<file path="src/rtl/spi_txn_arbiter.sv">
// Round-robin arbiter that shares one SPI byte engine between NUM_REQ clients,
// framing each client's multi-byte burst under a single chip-select assertion.
module spi_txn_arbiter #(
    parameter int NUM_REQ    = 4,
    parameter int GAP_CYCLES = 2,
    parameter int TIMEOUT    = 255
) (
    input  logic                   clk,
    input  logic                   reset,
    input  logic [NUM_REQ-1:0]     req,
    input  logic [3*NUM_REQ-1:0]   req_len,
    input  logic [8*NUM_REQ-1:0]   req_data,
    output logic [NUM_REQ-1:0]     gnt,
    output logic [NUM_REQ-1:0]     byte_ack,
    output logic [7:0]             rx_data,
    output logic                   txn_done,
    output logic                   txn_err,
    output logic                   cs,
    output logic                   eng_start,
    output logic [7:0]             eng_data,
    input  logic                   eng_done,
    input  logic [7:0]             eng_rx
);

    localparam int PW = $clog2(NUM_REQ);
    localparam int TW = $clog2(TIMEOUT + 1);
    localparam int GW = $clog2(GAP_CYCLES + 1);
    localparam logic [PW:0] NR = (PW + 1)'(NUM_REQ);

    typedef enum logic [2:0] {IDLE, SETUP, START, WAIT, GAP} state_t;

    state_t             state, state_d;
    logic [PW-1:0]      ptr, ptr_d;
    logic [2:0]         bcnt, bcnt_d;
    logic [TW-1:0]      tcnt, tcnt_d;
    logic [GW-1:0]      gcnt, gcnt_d;
    logic [NUM_REQ-1:0] gnt_d, ack_d;
    logic [7:0]         rx_d;
    logic               cs_d, done_d, err_d;

    logic [PW-1:0]      winner;
    logic               found;
    logic [PW:0]        cand;
    logic [2:0]         len_sel;

    // Search upward from ptr+1 with wrap; the first hit wins.
    always_comb begin
        winner = ptr;
        found  = 1'b0;
        cand   = '0;
        for (int k = 1; k <= NUM_REQ; k++) begin
            cand = {1'b0, ptr} + (PW + 1)'(k);
            if (cand >= NR) cand = cand - NR;
            if (!found && req[cand[PW-1:0]]) begin
                found  = 1'b1;
                winner = cand[PW-1:0];
            end
        end
    end

    assign len_sel = req_len[3*int'(winner) +: 3];

    always_comb begin
        state_d   = state;
        ptr_d     = ptr;
        bcnt_d    = bcnt;
        tcnt_d    = tcnt;
        gcnt_d    = gcnt;
        gnt_d     = gnt;
        ack_d     = '0;
        rx_d      = rx_data;
        cs_d      = cs;
        done_d    = 1'b0;
        err_d     = 1'b0;
        eng_start = 1'b0;
        eng_data  = '0;
        case (state)
            IDLE: begin
                if (found) begin
                    ptr_d   = winner;
                    gnt_d   = NUM_REQ'(1) << winner;
                    bcnt_d  = (len_sel == 3'd0) ? 3'd1 : len_sel;
                    cs_d    = 1'b0;
                    state_d = SETUP;
                end
            end
            SETUP: state_d = START;
            START: begin
                eng_start = 1'b1;
                eng_data  = req_data[8*int'(ptr) +: 8];
                tcnt_d    = '0;
                state_d   = WAIT;
            end
            WAIT: begin
                if (eng_done) begin
                    rx_d   = eng_rx;
                    ack_d  = gnt;
                    bcnt_d = bcnt - 3'd1;
                    if (bcnt == 3'd1) begin
                        cs_d    = 1'b1;
                        done_d  = 1'b1;
                        gnt_d   = '0;
                        gcnt_d  = '0;
                        state_d = GAP;
                    end else begin
                        state_d = START;
                    end
                end else if (tcnt == TW'(TIMEOUT - 1)) begin
                    // TIMEOUT full WAIT cycles have elapsed without a byte
                    cs_d    = 1'b1;
                    err_d   = 1'b1;
                    gnt_d   = '0;
                    gcnt_d  = '0;
                    state_d = GAP;
                end else if (tcnt != TW'(TIMEOUT)) begin
                    tcnt_d = tcnt + 1'b1;
                end
            end
            GAP: begin
                if (gcnt == GW'(GAP_CYCLES - 1)) state_d = IDLE;
                else                             gcnt_d  = gcnt + 1'b1;
            end
            default: state_d = IDLE;
        endcase
    end

    always_ff @(posedge clk) begin
        if (reset) begin
            state    <= IDLE;
            ptr      <= PW'(NUM_REQ - 1);
            bcnt     <= '0;
            tcnt     <= '0;
            gcnt     <= '0;
            gnt      <= '0;
            byte_ack <= '0;
            rx_data  <= '0;
            cs       <= 1'b1;
            txn_done <= 1'b0;
            txn_err  <= 1'b0;
        end else begin
            state    <= state_d;
            ptr      <= ptr_d;
            bcnt     <= bcnt_d;
            tcnt     <= tcnt_d;
            gcnt     <= gcnt_d;
            gnt      <= gnt_d;
            byte_ack <= ack_d;
            rx_data  <= rx_d;
            cs       <= cs_d;
            txn_done <= done_d;
            txn_err  <= err_d;
        end
    end

endmodule

</file>
<file path="config.mk">
export PLATFORM = sky130hd
export DESIGN_NAME = spi_txn_arbiter
export DESIGN_NICKNAME = d
export VERILOG_FILES = /design/src/rtl/spi_txn_arbiter.sv
export SDC_FILE = /design/constraint.sdc
export NUM_CORES = 1
export LEC_CHECK = 0
export CAP_MARGIN = 20
export CORE_MARGIN = 3
export CORE_UTILIZATION = 42
export DETAILED_ROUTE_END_ITERATION = 10
export DONT_BUFFER_PORTS = 1
export SYNTH_ARGS = -nofsm -noshare
export SYNTH_HDL_FRONTEND = slang
export SYNTH_SLANG_ARGS = --single-unit
</file>
<file path="constraint.sdc">
create_clock -name clk -period 2.1 [get_ports clk]
set_clock_uncertainty 0.2 [all_clocks]
set_input_delay 0.525 -clock clk [delete_from_list [all_inputs] [get_ports clk]]
set_output_delay 0.525 -clock clk [all_outputs]
set_load 0.005 [all_outputs]
</file>
; ---- Word level (Yosys, flattened, before mapping)
; Index checks and enable logic that the tools add are counted.
[classes]
n_addsub = 11
n_mul = 1
magnitude_cmp = 8
n_eq_ne = 17
n_shift = 3
n_mux = 53
bitwise = 2
n_reduce_logical = 20
[op_table]
columns = operator, count
row1 = 8-bit 2-to-1 mux, 4
row2 = 32-bit by 6-bit indexed part select with 8-bit output, 1
row3 = 2-bit 2-to-1 mux, 12
row4 = 3-bit 2-to-1 mux, 8
row5 = 4-bit 2-to-1 mux, 4
row6 = 8-bit one-hot mux with 2 select lines, 1
row7 = 1-bit 2-to-1 mux, 15
row8 = 3-bit one-hot mux with 5 select lines, 1
row9 = "2-bit != test, second input constant", 7
row10 = "3-bit greater-or-equal comparator, second input constant", 4
row11 = "2-bit by 3-bit less-than comparator with 1-bit output, second input constant", 4
row12 = 4-bit AND reduction, 3
row13 = 12-bit by 5-bit indexed part select with 3-bit output, 1
row14 = "8-bit by 1-bit adder with 8-bit output, second input constant", 1
row15 = 1-bit binary-select mux with 2-bit select, 4
row16 = "8-bit equality test, second input constant", 1
row17 = "8-bit != test, second input constant", 1
row18 = 4-bit one-hot mux with 2 select lines, 1
row19 = "2-bit by 1-bit subtractor with 2-bit output, second input constant", 4
row20 = "2-bit by 2-bit adder with 3-bit output, second input constant", 2
row21 = "3-bit by 1-bit equality test with 1-bit output, second input constant", 2
row22 = "3-bit by 2-bit equality test with 1-bit output, second input constant", 2
row23 = 3-bit logical NOT, 2
row24 = "3-bit != test, second input constant", 2
row25 = 18 further kinds, 28
[totals]
ff_bits = 37
output_inout_bits = 28
word_cells = 126

; ---- Depth between registers and ports, before layout
; Gate-level depths: netlist of the first run.
[depth]
word_depth = 21
depth_mapped = 8
depth_no_buf = 8

; ---- Least setup slack after synthesis of the first run
; No wires, ideal clock.
[synth_path]
kind = input to register
startpoint = input port req[1]
endpoint = register ptr[1]
setup_ps = 120
t_arrival_ps = 1698
required_time_ps = 1780
setup_slack_ps = 82
path_stages = 6
n_path_buf = 1
path_cell_list = or4_1 -> nand2_1 -> or2_2 -> buf_4 -> nor2_1 -> a211o_1
[synth_via]
elab_chain_len = 13
elab_cells_between_ends = 23
cone_classes = 16 x mux / 7 x reduce/logical
[synth_lines]
columns = item, line_no
row1 = "start, declared", 10  ; input logic [NUM_REQ-1:0] req,
row2 = 1-bit binary-select mux with 2-bit select, 54  ; if (!found && req[cand[PW-1:0]]) begin
row3 = 1-bit 2-to-1 mux (not written as such), 54
row4 = 1-bit 2-to-1 mux, 54
row5 = 1-bit logical NOT, 54
row6 = 1-bit logical AND, 54
row7 = 1-bit 2-to-1 mux, 54
row8 = 1-bit logical NOT, 54
row9 = 1-bit logical AND, 54
row10 = 1-bit 2-to-1 mux, 54
row11 = 1-bit logical NOT, 54
row12 = 1-bit logical AND, 54
row13 = 1-bit 2-to-1 mux, 54
row14 = 2-bit AND reduction (no line), -
row15 = "end signal, assigned", 130  ; ptr <= PW'(NUM_REQ - 1);
row16 = "end signal, assigned", 142  ; ptr <= ptr_d;
row17 = "end, declared", 33  ; logic [PW-1:0] ptr, ptr_d;
; Several ways; a longest one is shown, not always the timed one. The select of a mux whose other input is x is not followed.
; A chain may end at the register's enable or synchronous reset.

; ---- Worst setup path in the final report of the first run
[layout_path]
startpoint = register ptr[0]
endpoint = output port eng_data[5]
[layout_via]
elab_chain_len = 2
[layout_lines]
columns = item, line_no
row1 = 32-bit by 6-bit indexed part select with 8-bit output, 90  ; eng_data = req_data[8*int'(ptr) +: 8];
row2 = 8-bit 2-to-1 mux, 77  ; case (state)
row3 = "end, declared", 20  ; output logic [7:0] eng_data,
; Every way passes these cells.

==> impl_metrics.yaml, run 1 <==
outcome:
  result_of_the_run: "complete, but fails checks"
  failed_checks: "setup timing"
layout:
  final_core_util_pct: 50.9
  diode_count: 0
  final_cell_count_no_fill: 314
  layout_common_cells: "dfxtp_1 (34), nand2_1 (28), nor2_1 (23)"
  final_design_area_no_fill_um2: 2430
  layout_cell_share_with_drive_strength_beyond_1_pct: 25.5
  area.growth.synth_to_final_pct: 16.2
  final_common_cell: "dfxtp_1"
  num-nets-final: 310
sta:
  slew_headroom_pct: 71.1
  minimum_setup_slack_in_the_final_design_ns: -0.0716
  setup_total_negative_slack_ns: -0.510
  holdWs_ns: 0.106
  rsz0062_at_grt: "yes"
  timing.final.max_slew_violations: 0
  finalCritPeriodShare_pct: 103
  final_hold_viol_count: 0
  finalSetupViolations: 8
  tightestPinTransition_ns: 0.431
  maxClockFrequency_ghz: 0.460
  fin_crit_period_ns: 2.17
detailed_routing:
  detail_route.wirelength_mm: 4.72
  drt-wirelength-per-cell_um: 15.0
  drtPass1Iterations: 4
  detail_route.vias_per_cell: 5.50
  drt_first_iter_violations: 87
  via_count: 1726
  drt.antenna.violating_nets: 0
  drcViolationCount: 0
floorplan:
  ioPinCount: 87
  die_width_um: 76.6
  initial_core_util_pct: 43.8
  core_area_um2: 4790
  die-area_um2: 5870
  floorplan.die.height_um: 76.6
  num_rows: 25
critical_path:
  worst_ep_required_time_ns: 1.37
  worst_r2r_startpoint: "ptr[1]"
  timing.reg2reg.worst_path_depth: 7
  timing.critical_path.fanout_max: 8
  worst-setup-path-type: "flip-flop to primary output"
  crit-reg2reg-capture: "bcnt[0]"
  cp_data_arrival_time_ns: 1.45
  r2r_slack_ns: 0.09
  setup.worst_path.end_class: "primary output"
  setup.worst_path.start_class: "flip-flop"
grt:
  wire_length_of_the_first_global_routing_pass_mm: 7.80
  initial_antenna_violation_count: 0
  grt_overflow_total: 0
  maximum_number_of_pins_on_one_net_before_global_route_repair: 29
  first_global_vias: 1674
  global_route.usage.total_pct: 16.3
synth:
  netlist_area_um2: 2090
  netlist.top_cell.by_area: "dfxtp_1"
  post_syn_nets: 300
  async_reset_ff_share_pct: 0
  synth_seq_cells: 37
  synth-edff-count: 0
  dominantRegCellSynth: "dfxtp_1"
  synth_top_cell_area_share_pct: 35.4
  syn_inst: 236
  syn_avg_cell_area_um2: 8.88
  synth.yosys.seq_area_share_pct: 35.4
  yosys_synthesis_warning_count: 0
  post_synth_num_cell_types: 52
  ys_top_cells_by_area: "dfxtp_1 (35%), mux4_2 (8.6%), nand2_1 (5.2%), nor2_1 (4.3%), a21oi_1 (3.3%)"
job:
  max_cap_viol_count: 0
clocking:
  cts-root-to-sink-buffers: 2
  clkTransAtPathRegs_ns: 0.08
  tritoncts_num_sinks: 37
  cts_root_buf: "clkbuf_8"
  worstSkewPairLatency_ns: 0.29
  tritoncts_clock_tree: "built"
  htree_levels: 2
  cts_inserted_buffers: 5
hold_path:
  worst_hold_path.endpoint: "gnt[0]"
  worstHoldPathType: "input port to flip-flop"
  worst_hold_startpoint: "reset"
  hold-path-cell-count: 1
pwr:
  fin_total_pwr_mw: 1.95
  power_density_nw_per_um2: 802
  p_clk_share_pct: 37.3
  netSwitchingPower_uw: 507
  cell_internal_power_dissipation_mw: 1.44
  power_switching_share_pct: 26.0
  p_leak_nw: 0.917
  pwr-share-comb_pct: 23.0
  seq_power_share_pct: 39.7
  vdd.ir_drop.worst_mv: 0.293
placement:
  dp.final_hpwl_mm: 3.56
  place_inst: 303
  gp_routability_congestion: 0.735
  buffer_ports.inserted: 0
  dpl_cell_area_um2: 2200
  place_ws_ns: -0.00214
area by class of cell:
cell class,count,area (µm²)
fill,495,2350
multi-input combinational,176,1310
sequential,37,744
timing repair buffer,15,120
tap,67,83.8
clock buffer,5,68.8
clock inverter,3,65.1
inverter,11,41.3
cells by family after synthesis:
| group | Yosys count | share of synthesized area, % |
|---|---|---|
| compound gates | 43 | 14.3 |
| xor+xnor | 7 | 2.93 |
| fa+ha+maj | 5 | 2.99 |
| buf+inv | 23 | 5.20 |
| flops | 37 | 35.4 |
| mux | 13 | 11.6 |
| simple gates | 108 | 27.7 |
metal layers:
| metal | share of wire, % | vias up | track usage (%) |
|---|---|---|---|
| met5 | 0 | - | 0 |
| met4 | 1.2 | 0 | 4.17 |
| met3 | 4.4 | 7 | 5.56 |
| met2 | 51 | 37 | 26.5 |
| met1 | 43 | 816 | 20.8 |
| li1 | - | 866 | - |
synth_stat cells, drive strengths merged, types with 5 or more instances:
cell type and number:
dfxtp 37, nand2 29, nor2 26, a21oi 15, and3 11, inv 11, clkbuf 8, mux4 8
a31oi 6, nand3 6, nor3 6, and2 5, ha 5, mux2i 5, nand4 5
power groups by stage:
stage                     registers [mW]  clock network (mW)  logic (mW)
final                              0.774               0.728       0.450
after detailed placement           0.789                   0       0.410
after global routing               0.780               0.788       0.507
after floorplan                    0.779                   0       0.346
after global placement             0.788                   0       0.406
after CTS                          0.773               0.751       0.430
state kept, by name, summed over array words and instances (netlist names):
register	count
tcnt	8
gnt	4
state	3
gcnt	2
ptr	2
byte_ack	4
cs	1
txn_done	1
bcnt	3
txn_err	1
rx_data	8
how the worst max path moves through the flow:
stage	from	endpoint	cells after the start
final	ptr[0]	eng_data[5]	3
after global placement	req[1]	ptr[0]	5
after CTS	ptr[0]	eng_data[5]	3
after detailed placement	req[1]	ptr[0]	5
after floorplan	req[1]	ptr[1]	6
after global routing	ptr[0]	eng_data[2]	3
critical path, cell delays in order, from the launching register on:
cell and delay [ns]:
dfxtp_2 0.35, buf_8 0.14, mux4_2 0.50, and3_4 0.17
timing repair:
item,in CTS,in global routing
pin swaps,8,3
setup endpoints to repair,8,16
hold buffers,0,0
gates resized for setup,11,8
buffers inserted,0,3
Power figures use the tool's default switching activity.
==> inputs of run 2 (changes only) <==
--- a/config.mk
+++ b/config.mk
@@ -10,6 +10,7 @@
 export CORE_UTILIZATION = 42
 export DETAILED_ROUTE_END_ITERATION = 10
 export DONT_BUFFER_PORTS = 1
+export GPL_ROUTABILITY_DRIVEN = 0
 export SYNTH_ARGS = -nofsm -noshare
 export SYNTH_HDL_FRONTEND = slang
 export SYNTH_SLANG_ARGS = --single-unit
==> constraint.sdc (replaced) <==
create_clock -name clk -period 1.8 [get_ports clk]
set_clock_uncertainty 0.2 [all_clocks]
set_input_delay 0.45 -clock clk [delete_from_list [all_inputs] [get_ports clk]]
set_output_delay 0.45 -clock clk [all_outputs]
set_load 0.005 [all_outputs]
==> impl_metrics.yaml, run 2 (synthesized netlist as in run 1, its figures left out) <==
detailed_routing:
  drcViolationCount: 0
  wl_met3_um: 235
  drt_first_iter_violations: 68
  detail_route.vias_per_cell: 5.44
  met2WireLength_mm: 2.91
  via_count: 1910
  routedLengthMet1_mm: 2.28
  drt.antenna.violating_nets: 0
  routed.top_layer: "met4"
  drtPass1Iterations: 5
  detail_route.wirelength_mm: 5.51
  drt-wirelength-per-cell_um: 15.7
sta:
  minimum_setup_slack_in_the_final_design_ns: -0.299
  finalSetupViolations: 23
  timing.final.max_slew_violations: 0
  final_hold_viol_count: 0
  maxClockFrequency_ghz: 0.476
  finalCritPeriodShare_pct: 117
  tightestPinTransition_ns: 0.484
  slew_headroom_pct: 67.8
  setup_total_negative_slack_ns: -3.76
  rsz0062_at_grt: "yes"
  holdWs_ns: 0.0189
  fin_crit_period_ns: 2.10
critical_path:
  worst-setup-path-type: "flip-flop to primary output"
  setup.worst_path.end_class: "primary output"
  r2r_slack_ns: -0.28
  timing.critical_path.fanout_max: 4
  setup_crit_start: "ptr[0]"
  worst_r2r_startpoint: "ptr[0]"
  worst_ep_required_time_ns: 1.15
  cp_data_arrival_time_ns: 1.45
  worstSetupEndpoint: "eng_data[0]"
  setup.worst_path.start_class: "flip-flop"
  timing.reg2reg.worst_path_depth: 7
  crit-reg2reg-capture: "bcnt[0]"
placement:
  dpl_cell_area_um2: 2420
  place_inst: 326
  dp.final_hpwl_mm: 3.88
  buffer_ports.inserted: 0
hold_path:
  worstHoldPathType: "input port to flip-flop"
pwr:
  vdd.ir_drop.worst_mv: 0.532
  power_density_nw_per_um2: 862
  p_leak_nw: 1.16
  fin_total_pwr_mw: 2.53
grt:
  wire_length_of_the_first_global_routing_pass_mm: 8.79
  grt_overflow_total: 0
  first_global_vias: 1898
  maximum_number_of_pins_on_one_net_before_global_route_repair: 29
  initial_antenna_violation_count: 0
  global_route.usage.total_pct: 18.4
clocking:
  worstSkewPairLatency_ns: 0.30
  cts-root-to-sink-buffers: 2
  clkTransAtPathRegs_ns: 0.08
  htree_levels: 2
  cts_root_buf: "clkbuf_8"
  holdBufCountCts: 0
  cts_inserted_buffers: 5
  tritoncts_num_sinks: 37
  tritoncts_clock_tree: "built"
job:
  max_cap_viol_count: 0
floorplan:
  floorplan.die.height_um: 76.6
  core_area_um2: 4790
  num_rows: 25
  die_width_um: 76.6
  ioPinCount: 87
  die-area_um2: 5870
  initial_core_util_pct: 43.8
layout:
  largest_registers: "rx_data (8), tcnt (8)"
  layout_common_cells: "buf_4 (35), dfxtp_1 (31), nand2_1 (25)"
  diode_count: 0
  final_common_cell: "buf_4"
  layout_cell_share_with_drive_strength_beyond_1_pct: 44.4
  area.growth.synth_to_final_pct: 40.4
  final_cell_count_no_fill: 351
  num-nets-final: 347
  final_design_area_no_fill_um2: 2940
outcome:
  failed_checks: "setup timing"
  result_of_the_run: "complete, but fails checks"
==> run 2: cell types whose count changed in the layout (fill, tap and decap cells not counted), sizes merged <==
cell    change
inv         +1
clkinv      -1
buf        +37
==> run 2: through the flow <==
step	setup WS, ns	util (%)
2_1_floorplan	-0.0738	-
3_3_place_gp	-0.209	50.6
3_5_place_dp	-0.224	50.6
4_1_cts	-0.311	57.9
5_1_grt	-0.350	61.4
6_report	-0.299	61.4
==> run 2: where the power goes <==
group | internal, mW | switching (mW) | leakage (nW) | total, mW
registers | 0.862 | 0.0418 | 0.303 | 0.904
clock network | 0.558 | 0.321 | 0.0687 | 0.879
logic | 0.427 | 0.323 | 0.786 | 0.751
==> run 2: worst max-delay path, stage by stage, from the launching register on <==
cell	delay (ns)
dfxtp_4	0.39
buf_12	0.12
mux4_2	0.48
and3_4	0.17
==> run 2: area by class of cell <==
type                       count  area (µm²)
fill                         405        1850
clock buffer                   5        68.8
tap                           67        83.8
multi-input combinational    176        1430
timing repair buffer          52         489
inverter                      11        43.8
sequential                    37         758
clock inverter                 3        68.8
==> run 2: worst min path at each step <==
stage	cells past startpoint	to	start
detailed placement	2	rx_data[4]	rx_data[4]
CTS	1	tcnt[1]	reset
floorplan	1	txn_done	bcnt[2]
finish	1	tcnt[1]	reset
global placement	2	rx_data[5]	rx_data[5]
global route	1	bcnt[2]	reset
==> run 2: repair_timing <==
action	CTS	global route
pin swaps	21	18
cloned	1	0
gates resized for setup	37	26
buffers inserted	7	10
setup endpoints to repair	26	29
==> run 2: layer usage <==
layer,track usage [%],vias to the layer above
met5,0,-
met4,6.34,0
met3,4.61,9
met2,32.2,44
met1,21.7,917
li1,-,940
